==> config.mk <==
export PLATFORM = sky130hd
export DESIGN_NAME = vga_fb_arbiter
export DESIGN_NICKNAME = d
export VERILOG_FILES = /design/src/rtl/vga_fb_arbiter.sv
export SDC_FILE = /design/constraint.sdc
export NUM_CORES = 1
export LEC_CHECK = 0
export ABC_AREA = 1
export CAP_MARGIN = 40
export CORE_ASPECT_RATIO = 0.5
export CORE_MARGIN = 10
export CORE_UTILIZATION = 46
export DETAILED_ROUTE_END_ITERATION = 10
export PLACE_DENSITY = 0.77
export REMOVE_ABC_BUFFERS = 1
export SYNTH_ARGS = -nofsm -noshare
export SYNTH_HDL_FRONTEND = slang
export SYNTH_SLANG_ARGS = --single-unit
==> constraint.sdc <==
create_clock -name pclk -period 3.1 [get_ports pclk]
set_input_delay 0.465 -clock pclk [delete_from_list [all_inputs] [get_ports pclk]]
set_output_delay 0.465 -clock pclk [all_outputs]
set_load 0.05 [all_outputs]
==> src/rtl/vga_fb_arbiter.sv <==
// ---------------------------------------------------------------------------
// vga_fb_arbiter
//
// Shares the single-port 24-bit VGA framebuffer between the scanout path and
// one pixel-writer client. Scanout reads always win during the active display
// region. Writer requests are queued in a small FIFO and drained into the RAM
// during blanking (any blanking, or vertical blanking only when vblank_only=1).
// Requests whose coordinates fall outside the visible area are discarded when
// they reach the FIFO head and are counted in drop_cnt.
//
// Ports
//   pclk, reset              pixel clock, synchronous active-high reset
//   scan_hvalid/scan_vvalid  timing generator active flags
//   scan_x, scan_y           current scan position (scan_y[9] unused)
//   vblank_only              restrict writes to vertical blanking
//   wr_valid/wr_ready        writer handshake; wr_x, wr_y, wr_data payload
//   mem_en/mem_we/mem_addr/mem_wdata/mem_rdata   framebuffer RAM port
//   valid, vga_r/g/b         pixel output, one cycle behind the read
//   fifo_level               write FIFO occupancy
//   commit_cnt, drop_cnt     wrapping event counters
// ---------------------------------------------------------------------------
module vga_fb_arbiter #(
    parameter int FIFO_DEPTH = 4,
    parameter int H_PIX      = 640,
    parameter int V_PIX      = 480,
    localparam int AW        = $clog2(FIFO_DEPTH),
    localparam int LW        = AW + 1
) (
    input  logic          pclk,
    input  logic          reset,
    input  logic          scan_hvalid,
    input  logic          scan_vvalid,
    input  logic [9:0]    scan_x,
    input  logic [9:0]    scan_y,
    input  logic          vblank_only,
    input  logic          wr_valid,
    output logic          wr_ready,
    input  logic [9:0]    wr_x,
    input  logic [8:0]    wr_y,
    input  logic [23:0]   wr_data,
    output logic          mem_en,
    output logic          mem_we,
    output logic [18:0]   mem_addr,
    output logic [23:0]   mem_wdata,
    input  logic [23:0]   mem_rdata,
    output logic          valid,
    output logic [7:0]    vga_r,
    output logic [7:0]    vga_g,
    output logic [7:0]    vga_b,
    output logic [LW-1:0] fifo_level,
    output logic [15:0]   commit_cnt,
    output logic [15:0]   drop_cnt
);

    typedef struct packed {
        logic [9:0]  x;
        logic [8:0]  y;
        logic [23:0] rgb;
    } entry_t;

    // Port owner for the current cycle.
    typedef enum logic [1:0] {
        SEL_IDLE  = 2'd0,
        SEL_READ  = 2'd1,
        SEL_WRITE = 2'd2,
        SEL_DROP  = 2'd3
    } sel_e;

    localparam logic [10:0]   H_LIM    = 11'(H_PIX);
    localparam logic [9:0]    V_LIM    = 10'(V_PIX);
    localparam logic [LW-1:0] LVL_FULL = LW'(FIFO_DEPTH);

    entry_t          fifo_mem_q [FIFO_DEPTH];
    entry_t          fifo_mem_d [FIFO_DEPTH];
    logic [AW-1:0]   wr_ptr_q, wr_ptr_d;
    logic [AW-1:0]   rd_ptr_q, rd_ptr_d;
    logic [LW-1:0]   level_q, level_d;
    logic [15:0]     commit_q, commit_d;
    logic [15:0]     drop_q, drop_d;
    logic            valid_q, valid_d;

    logic            active;
    logic            win;
    logic            fifo_empty;
    logic            head_in_range;
    logic            push;
    logic            pop;
    entry_t          head;
    sel_e            sel;
    logic            unused_scan_y;

    assign unused_scan_y = scan_y[9];

    // Window decode, FIFO head view and port-owner selection.
    always_comb begin
        active        = scan_hvalid & scan_vvalid;
        win           = vblank_only ? ~scan_vvalid : ~active;
        fifo_empty    = (level_q == '0);
        head          = fifo_mem_q[rd_ptr_q];
        head_in_range = ({1'b0, head.x} < H_LIM) && ({1'b0, head.y} < V_LIM);
        // The empty test uses the registered level, so an entry pushed this
        // cycle can only be popped from the next cycle on.
        if (reset) begin
            sel = SEL_IDLE;
        end else if (active) begin
            sel = SEL_READ;
        end else if (win && !fifo_empty) begin
            sel = head_in_range ? SEL_WRITE : SEL_DROP;
        end else begin
            sel = SEL_IDLE;
        end
    end

    // RAM port and handshake outputs driven from the selection.
    always_comb begin
        mem_en    = 1'b0;
        mem_we    = 1'b0;
        mem_addr  = {head.x, head.y};
        mem_wdata = head.rgb;
        case (sel)
            SEL_READ: begin
                mem_en   = 1'b1;
                mem_addr = {scan_x, scan_y[8:0]};
            end
            SEL_WRITE: begin
                mem_en = 1'b1;
                mem_we = 1'b1;
            end
            default: begin
                mem_en = 1'b0;
            end
        endcase
        wr_ready = ~reset & (level_q != LVL_FULL);
        push     = wr_valid & wr_ready;
        pop      = (sel == SEL_WRITE) || (sel == SEL_DROP);
    end

    // Next-state for FIFO storage, pointers, level, counters and valid.
    always_comb begin
        fifo_mem_d = fifo_mem_q;
        wr_ptr_d   = wr_ptr_q;
        rd_ptr_d   = rd_ptr_q;
        level_d    = level_q;
        commit_d   = commit_q;
        drop_d     = drop_q;
        valid_d    = active;
        if (push) begin
            fifo_mem_d[wr_ptr_q] = '{x: wr_x, y: wr_y, rgb: wr_data};
            wr_ptr_d             = wr_ptr_q + AW'(1);
        end else begin
            wr_ptr_d = wr_ptr_q;
        end
        if (pop) begin
            rd_ptr_d = rd_ptr_q + AW'(1);
        end else begin
            rd_ptr_d = rd_ptr_q;
        end
        case ({push, pop})
            2'b10:   level_d = level_q + LW'(1);
            2'b01:   level_d = level_q - LW'(1);
            default: level_d = level_q;
        endcase
        if (sel == SEL_WRITE) begin
            commit_d = commit_q + 16'd1;
        end else begin
            commit_d = commit_q;
        end
        if (sel == SEL_DROP) begin
            drop_d = drop_q + 16'd1;
        end else begin
            drop_d = drop_q;
        end
    end

    // Control state register; reset discards any queued entries.
    always_ff @(posedge pclk) begin
        if (reset) begin
            wr_ptr_q <= '0;
            rd_ptr_q <= '0;
            level_q  <= '0;
            commit_q <= 16'd0;
            drop_q   <= 16'd0;
            valid_q  <= 1'b0;
        end else begin
            wr_ptr_q <= wr_ptr_d;
            rd_ptr_q <= rd_ptr_d;
            level_q  <= level_d;
            commit_q <= commit_d;
            drop_q   <= drop_d;
            valid_q  <= valid_d;
        end
    end

    // FIFO payload storage; contents are meaningless outside the level window.
    always_ff @(posedge pclk) begin
        fifo_mem_q <= fifo_mem_d;
    end

    // Pixel output: RAM data lines up with the registered active flag.
    always_comb begin
        valid      = valid_q;
        fifo_level = level_q;
        commit_cnt = commit_q;
        drop_cnt   = drop_q;
        if (valid_q) begin
            {vga_r, vga_g, vga_b} = mem_rdata;
        end else begin
            {vga_r, vga_g, vga_b} = 24'h0;
        end
    end

endmodule

Word-level counts from Yosys, hierarchy flattened
Index checks and enable logic that the tools add are counted.
{"block": "op_classes", "n_eq_ne": 6, "muxes": 18, "add_sub_neg": 6, "n_reduce_logical": 8, "n_bitwise": 8, "order_cmp": 5}
{"operator": "$bwmux 172", "n": 1}
{"operator": "$mux 43", "n": 3}
{"operator": "$bmux 43 s2", "n": 1}
{"operator": "$demux 43 s2", "n": 1}
{"operator": "$add 16x1->16 const B", "n": 2}
{"operator": "$mux 8", "n": 3}
{"operator": "$mux 19", "n": 1}
{"operator": "$lt 10x10->1 const B", "n": 1}
{"operator": "$lt 9x9->1 const B", "n": 1}
{"operator": "$eq 2x2->1 const B", "n": 3}
{"operator": "$ge 3x3->1 const B", "n": 2}
{"operator": "$mux 2", "n": 3}
{"operator": "$not 2->3", "n": 2}
{"operator": "$pmux 3 s2", "n": 1}
{"operator": "$add 2x1->2 const B", "n": 2}
{"operator": "$eq 2x1->1 const B", "n": 2}
{"operator": "$mux 1", "n": 4}
{"operator": "$add 3x1->3 const B", "n": 1}
{"operator": "$and 1x1->1", "n": 3}
{"operator": "$logic_and 1x1->1", "n": 3}
{"operator": "$logic_not 3->1", "n": 1}
{"operator": "$lt 3x1->1 const B", "n": 1}
{"operator": "$ne 3x3->1 const B", "n": 1}
{"operator": "$not 1->1", "n": 3}
{"operator": "5 further kinds", "n": 5}
{"block": "word_totals", "in_bits": 93, "output_inout_bits": 106, "word_cells": 69, "regBits": 212}

Longest topological paths before layout
{"block": "depth", "depth_word": 14, "mapped_depth": 21, "depth_no_buf": 19}

Worst setup path before layout
Ideal clock, no wire load.
{"block": "synth_path", "kind": "register to register", "start": "register level_q[1], in the netlist fifo_level[1]", "end": "register fifo_mem_q[0] (netlist bit) (enable)", "t_required_ps": 2656, "path_buffers": 0, "period_less_slack_ps": 4497, "path_stages_with_launch": 5, "arrival_ps": 4053, "path_slack_ps": -1397, "setup_time_ps": 444, "cell_sequence": "dfxtp_1 inv_1 a31oi_1 nand2_1 nor2_1"}
{"block": "synth_between", "elab_chain_len": 3}
{"element": "start: declaration", "line_no": "77", "rtl": "logic [LW-1:0] level_q, level_d;"}
{"element": "start signal: assignment", "line_no": "187", "rtl": "level_q <= level_d;"}
{"element": "$ne 3x3->1", "line_no": "133", "rtl": "wr_ready = ~reset & (level_q != LVL_FULL);"}
{"element": "$and 1x1->1", "line_no": "133"}
{"element": "via wr_ready", "line_no": "37", "rtl": "output logic wr_ready,"}
{"element": "$and 1x1->1", "line_no": "134", "rtl": "push = wr_valid & wr_ready;"}
{"element": "end signal: assignment", "line_no": "196", "rtl": "fifo_mem_q <= fifo_mem_d;"}
{"element": "end: declaration", "line_no": "73", "rtl": "entry_t fifo_mem_q [FIFO_DEPTH];"}
The timed path passes the listed nets, and every way through them passes these cells.
A chain may end at the register's enable or synchronous reset.

Final worst setup path
{"block": "layout_path", "start": "register rd_ptr_q[0]", "end": "output mem_addr[1]"}
{"block": "layout_between", "elab_chain_len": 12, "word_cells_on_any_way": 13, "cone_classes": "order compare: 2; eq/ne: 1; mux: 8; bitwise: 1; reduce/logical: 1"}
{"element": "start: declaration", "line_no": "76", "rtl": "logic [AW-1:0] rd_ptr_q, rd_ptr_d;"}
{"element": "start signal: assignment", "line_no": "186", "rtl": "rd_ptr_q <= rd_ptr_d;"}
{"element": "$not 2->3 (not written as such) (*)", "line_no": "99", "rtl": "head = fifo_mem_q[rd_ptr_q];"}
{"element": "$bmux 43 s2 (*)", "line_no": "99"}
{"element": "$mux 43 (not written as such) (*) (2 in a row)", "line_no": "99"}
{"element": "$lt 10x10->1 or $lt 9x9->1 (tied branches)", "line_no": "100", "rtl": "head_in_range = ({1'b0, head.x} < H_LIM) && ({1'b0, head.y} < V_LIM);"}
{"element": "$logic_and 1x1->1", "line_no": "100"}
{"element": "$mux 1", "line_no": "108", "rtl": "sel = head_in_range ? SEL_WRITE : SEL_DROP;"}
{"element": "$mux 2", "line_no": "107", "rtl": "end else if (win && !fifo_empty) begin"}
{"element": "$mux 2", "line_no": "105", "rtl": "end else if (active) begin"}
{"element": "$mux 2", "line_no": "103", "rtl": "if (reset) begin"}
{"element": "$eq 2x1->1", "line_no": "120", "rtl": "case (sel)"}
{"element": "$mux 19 (*)", "line_no": "120"}
{"element": "end: declaration", "line_no": "43", "rtl": "output logic [18:0] mem_addr,"}
Mark *: on every way between the ends. The rest lies on a longest branch, timed or not. The select of a mux whose other input is x is not followed.

==> metrics.yaml <==
maxSlewViolCount: 0
async_flop_share_pct: 0
ant_nets: 0
syn_inst: 813
rsz0062_at_grt: "yes"
synth_top_area_cell: "edfxtp_1"
crit_path_end_kind: "output port"
rows: 35
wl_per_cell_um: 19.1
vias: 6877
cts_tree: "done"
grt_max_degree: 44
clock-sinks: 212
chipHeight_um: 118
drive_above_1_share_pct: 18.4
fin_crit_ns: 3.07
fin_skew_ns: 0.0117
netlist.area_leader.share_pct: 58.3
relSlewSlack_pct: 48.2
fillers: 1275
io_buffers: 197
place.gp.congestion: 0.826
synthFlopType: "edfxtp_1"
min_path_type: "flip-flop to flip-flop"
cts_root_buffer: "clkbuf_16"
coreArea_mm2: 0.0187
grt_pass1_vias: 6689
cp-start-kind: "flip-flop"
pwr-share-comb_pct: 23.5
r2r_start: "rd_ptr_q[0]$_SDFFE_PP0N_"
via_per_inst: 5.25
pin_count: 199
r2r_end: "fifo_level[2]$_SDFFE_PP0P_"
yosys-top-cells-area: "edfxtp_1 58%, dfxtp_1 9.0%, nor2_1 6.2%, o21ai_0 4.9%, nand2_1 4.7%"
drt_iter0_markers: 478
routed_wl_mm: 24.9
n_antenna_cell: 0
whs_endpoint: "drop_cnt[5]$_SDFFE_PP0P_"
clkLatencyLatePin_ns: 0.49
synth_enable_flop_cells: 172
p_leak_nw: 4.84
drc: 0
ys_warn_count: 0
ys_ff_latch: 212
path_class: "flip-flop to output port"
p_per_area_mw_per_mm2: 558
sw_frac_of_total_pct: 28.0
synth_cell_types: 37
synth_area_mm2: 0.00886
holdPathStages: 2
fin_crit_sh_pct: 99.0
hold_viol: 0
cts_buffers: 20
grt-ovfl-total: 0
p_sw_mw: 2.02
fp.dieW_um: 216
required_ns: 2.63
start_util_pct: 47.5
p_int_mw: 5.21
r2r.worst_path.cells: 20
firstDrtPassIters: 5
p_clk_share_pct: 32.5
fin_nets: 1140
seqPwrFrac_pct: 44.0
hp-start: "drop_cnt[5]$_SDFFE_PP0P_"
grt_use_total_pct: 17.9
fin_util_pct: 69.6
syn_to_final_growth_pct: 46.5
worst-path-max-fanout: 6
arrival_ns: 2.60
syn_area_per_cell_um2: 10.9
ys_seq_area_share_pct: 67.3
antenna_found_initial: 0
ir_worst_vdd_uv: 323
status: "finished clean"
htreeDepth: 1
die_area_mm2: 0.0256
clockBufferDepth: 3
clk_pin_slew_ns: 0.07
dpl_worst_slack_ns: 0.102
tightest_slew_ns: 0.776
setup_viol: 0
rrSetupSlack_ns: 0.23
dpl.hpwl_mm: 16.1
max_freq_mhz: 326
timing.final.ws_setup_ns: 0.0312
drv_cap: 0
grt_pass1_wl_mm: 37.3
[layout make-up]
type	count	area, µm²	area share, %
Sequential cell	212	5970	46.0
Timing Repair Buffer	235	2910	22.4
Multi-Input combinational cell	494	2830	21.8
Clock buffer	23	533	4.11
Tap cell	259	324	2.50
Inverter	71	294	2.26
Clock inverter	13	100	0.771
Timing Repair inverter	2	17.5	0.135
[through the flow]
stage | instance area [µm²] | setup TNS (ns) | hold slack, ns | std cells | total power, mW
floorplan | 8670 | -334.02 | 0.494 | 777 | 3.96
global placement | 11700 | 0 | 0.480 | 1258 | 4.72
detailed placement | 11700 | 0 | 0.485 | 1258 | 4.76
CTS | 12700 | 0 | 0.499 | 1296 | 7.20
global route | 13000 | -0.558 | 0.523 | 1309 | 7.50
finish | 13000 | 0 | 0.499 | 1309 | 7.24
[worst max-delay path: stages (launching register included)]
cell and delay (ns):
dfxtp_4 0.42, clkbuf_16 0.18, nand2_1 0.09, nand3_2 0.09
nand2_2 0.09, nand2_1 0.06, nand2_1 0.08, nand2_2 0.08
nand2_2 0.08, nand2_4 0.06, ha_4 0.19, inv_8 0.10
clkbuf_16 0.18, nor2_4 0.05, a31oi_4 0.20, buf_12 0.17
[cells by family after synthesis]
family	after synthesis	share of synthesized area, %
AO/OA/AOI/OAI	176	10.8
adder cells (fa/ha/maj)	11	1.64
flip-flops	212	67.3
AND/OR/NAND/NOR	306	15.0
buffers and inverters	107	5.20
XOR/XNOR	1	0.0988
[worst max path at each step]
| stage | slack (ns) | depth (start not counted) | endpoint | startpoint |
|---|---|---|---|---|
| floorplan | -2.19 | 11 | mem_addr[0] | rd_ptr_q[0]$_SDFFE_PP0N_ |
| global placement | 0.19 | 16 | fifo_level[2]$_SDFFE_PP0P_ | scan_hvalid |
| detailed placement | 0.10 | 12 | mem_addr[0] | reset |
| CTS | 0.001 | 12 | mem_addr[7] | rd_ptr_q[1]$_SDFFE_PP0N_ |
| global route | -0.06 | 15 | mem_addr[1] | rd_ptr_q[0]$_SDFFE_PP0N_ |
| finish | 0.03 | 15 | mem_addr[1] | rd_ptr_q[0]$_SDFFE_PP0N_ |
[synth_stat cells (all sizes together), types with 14 or more instances]
| library cell | number |
|---|---|
| dfxtp | 40 |
| a21oi | 33 |
| nand3 | 24 |
| nand2 | 112 |
| inv | 69 |
| a31oi | 14 |
| o22ai | 24 |
| o21ai | 98 |
| clkbuf | 19 |
| edfxtp | 172 |
| buf | 17 |
| nor2 | 152 |
[layer usage]
metal	global-route usage, %	routed length (µm)	vias to the layer above
li1	-	-	3268
met2	31.4	13000	224
met4	4.39	463	0
met3	3.79	1530	33
met5	0	0	-
met1	22.1	9990	3352
[cell usage in the layout, fill, tap and decap left out, types with 13 or more instances in the layout]
master / instances
nand2_2: 15
o22ai_1: 24
nand3_1: 15
inv_1: 66
nand2_1: 96
clkdlybuf4s50_1: 152
dfxtp_1: 38
o21ai_1: 16
buf_12: 52
edfxtp_1: 172
buf_4: 23
nor2_4: 13
a21oi_1: 33
clkbuf_16: 24
a31oi_4: 13
o21ai_0: 81
nor2_1: 129
[registers in the layout, indices dropped and copies added (netlist names)]
| signal | flops |
|---|---|
| drop_cnt | 16 |
| rd_ptr_q | 2 |
| wr_ptr_q | 2 |
| valid | 1 |
| fifo_mem_q | 172 |
| fifo_level | 3 |
| commit_cnt | 16 |
[power groups by stage]
| stage | Clock, mW | Combinational, mW | Sequential, mW |
|---|---|---|---|
| final | 2.35 | 1.70 | 3.18 |
| after global routing | 2.52 | 1.78 | 3.19 |
| after CTS | 2.40 | 1.62 | 3.18 |
| after detailed placement | 0 | 1.52 | 3.24 |
| after global placement | 0 | 1.49 | 3.23 |
| after floorplan | 0 | 0.666 | 3.29 |
[what timing repair did]
action / 4_1_cts / 5_1_grt
gates cloned: 2 / 5
pin swaps: 1 / 22
gates resized for setup: 52 / 46
hold buffers: 0 / 0
buffers inserted: 0 / 9
endpoints found under the setup margin: 19 / 19
Note: power is estimated with default switching activity, not from simulation.
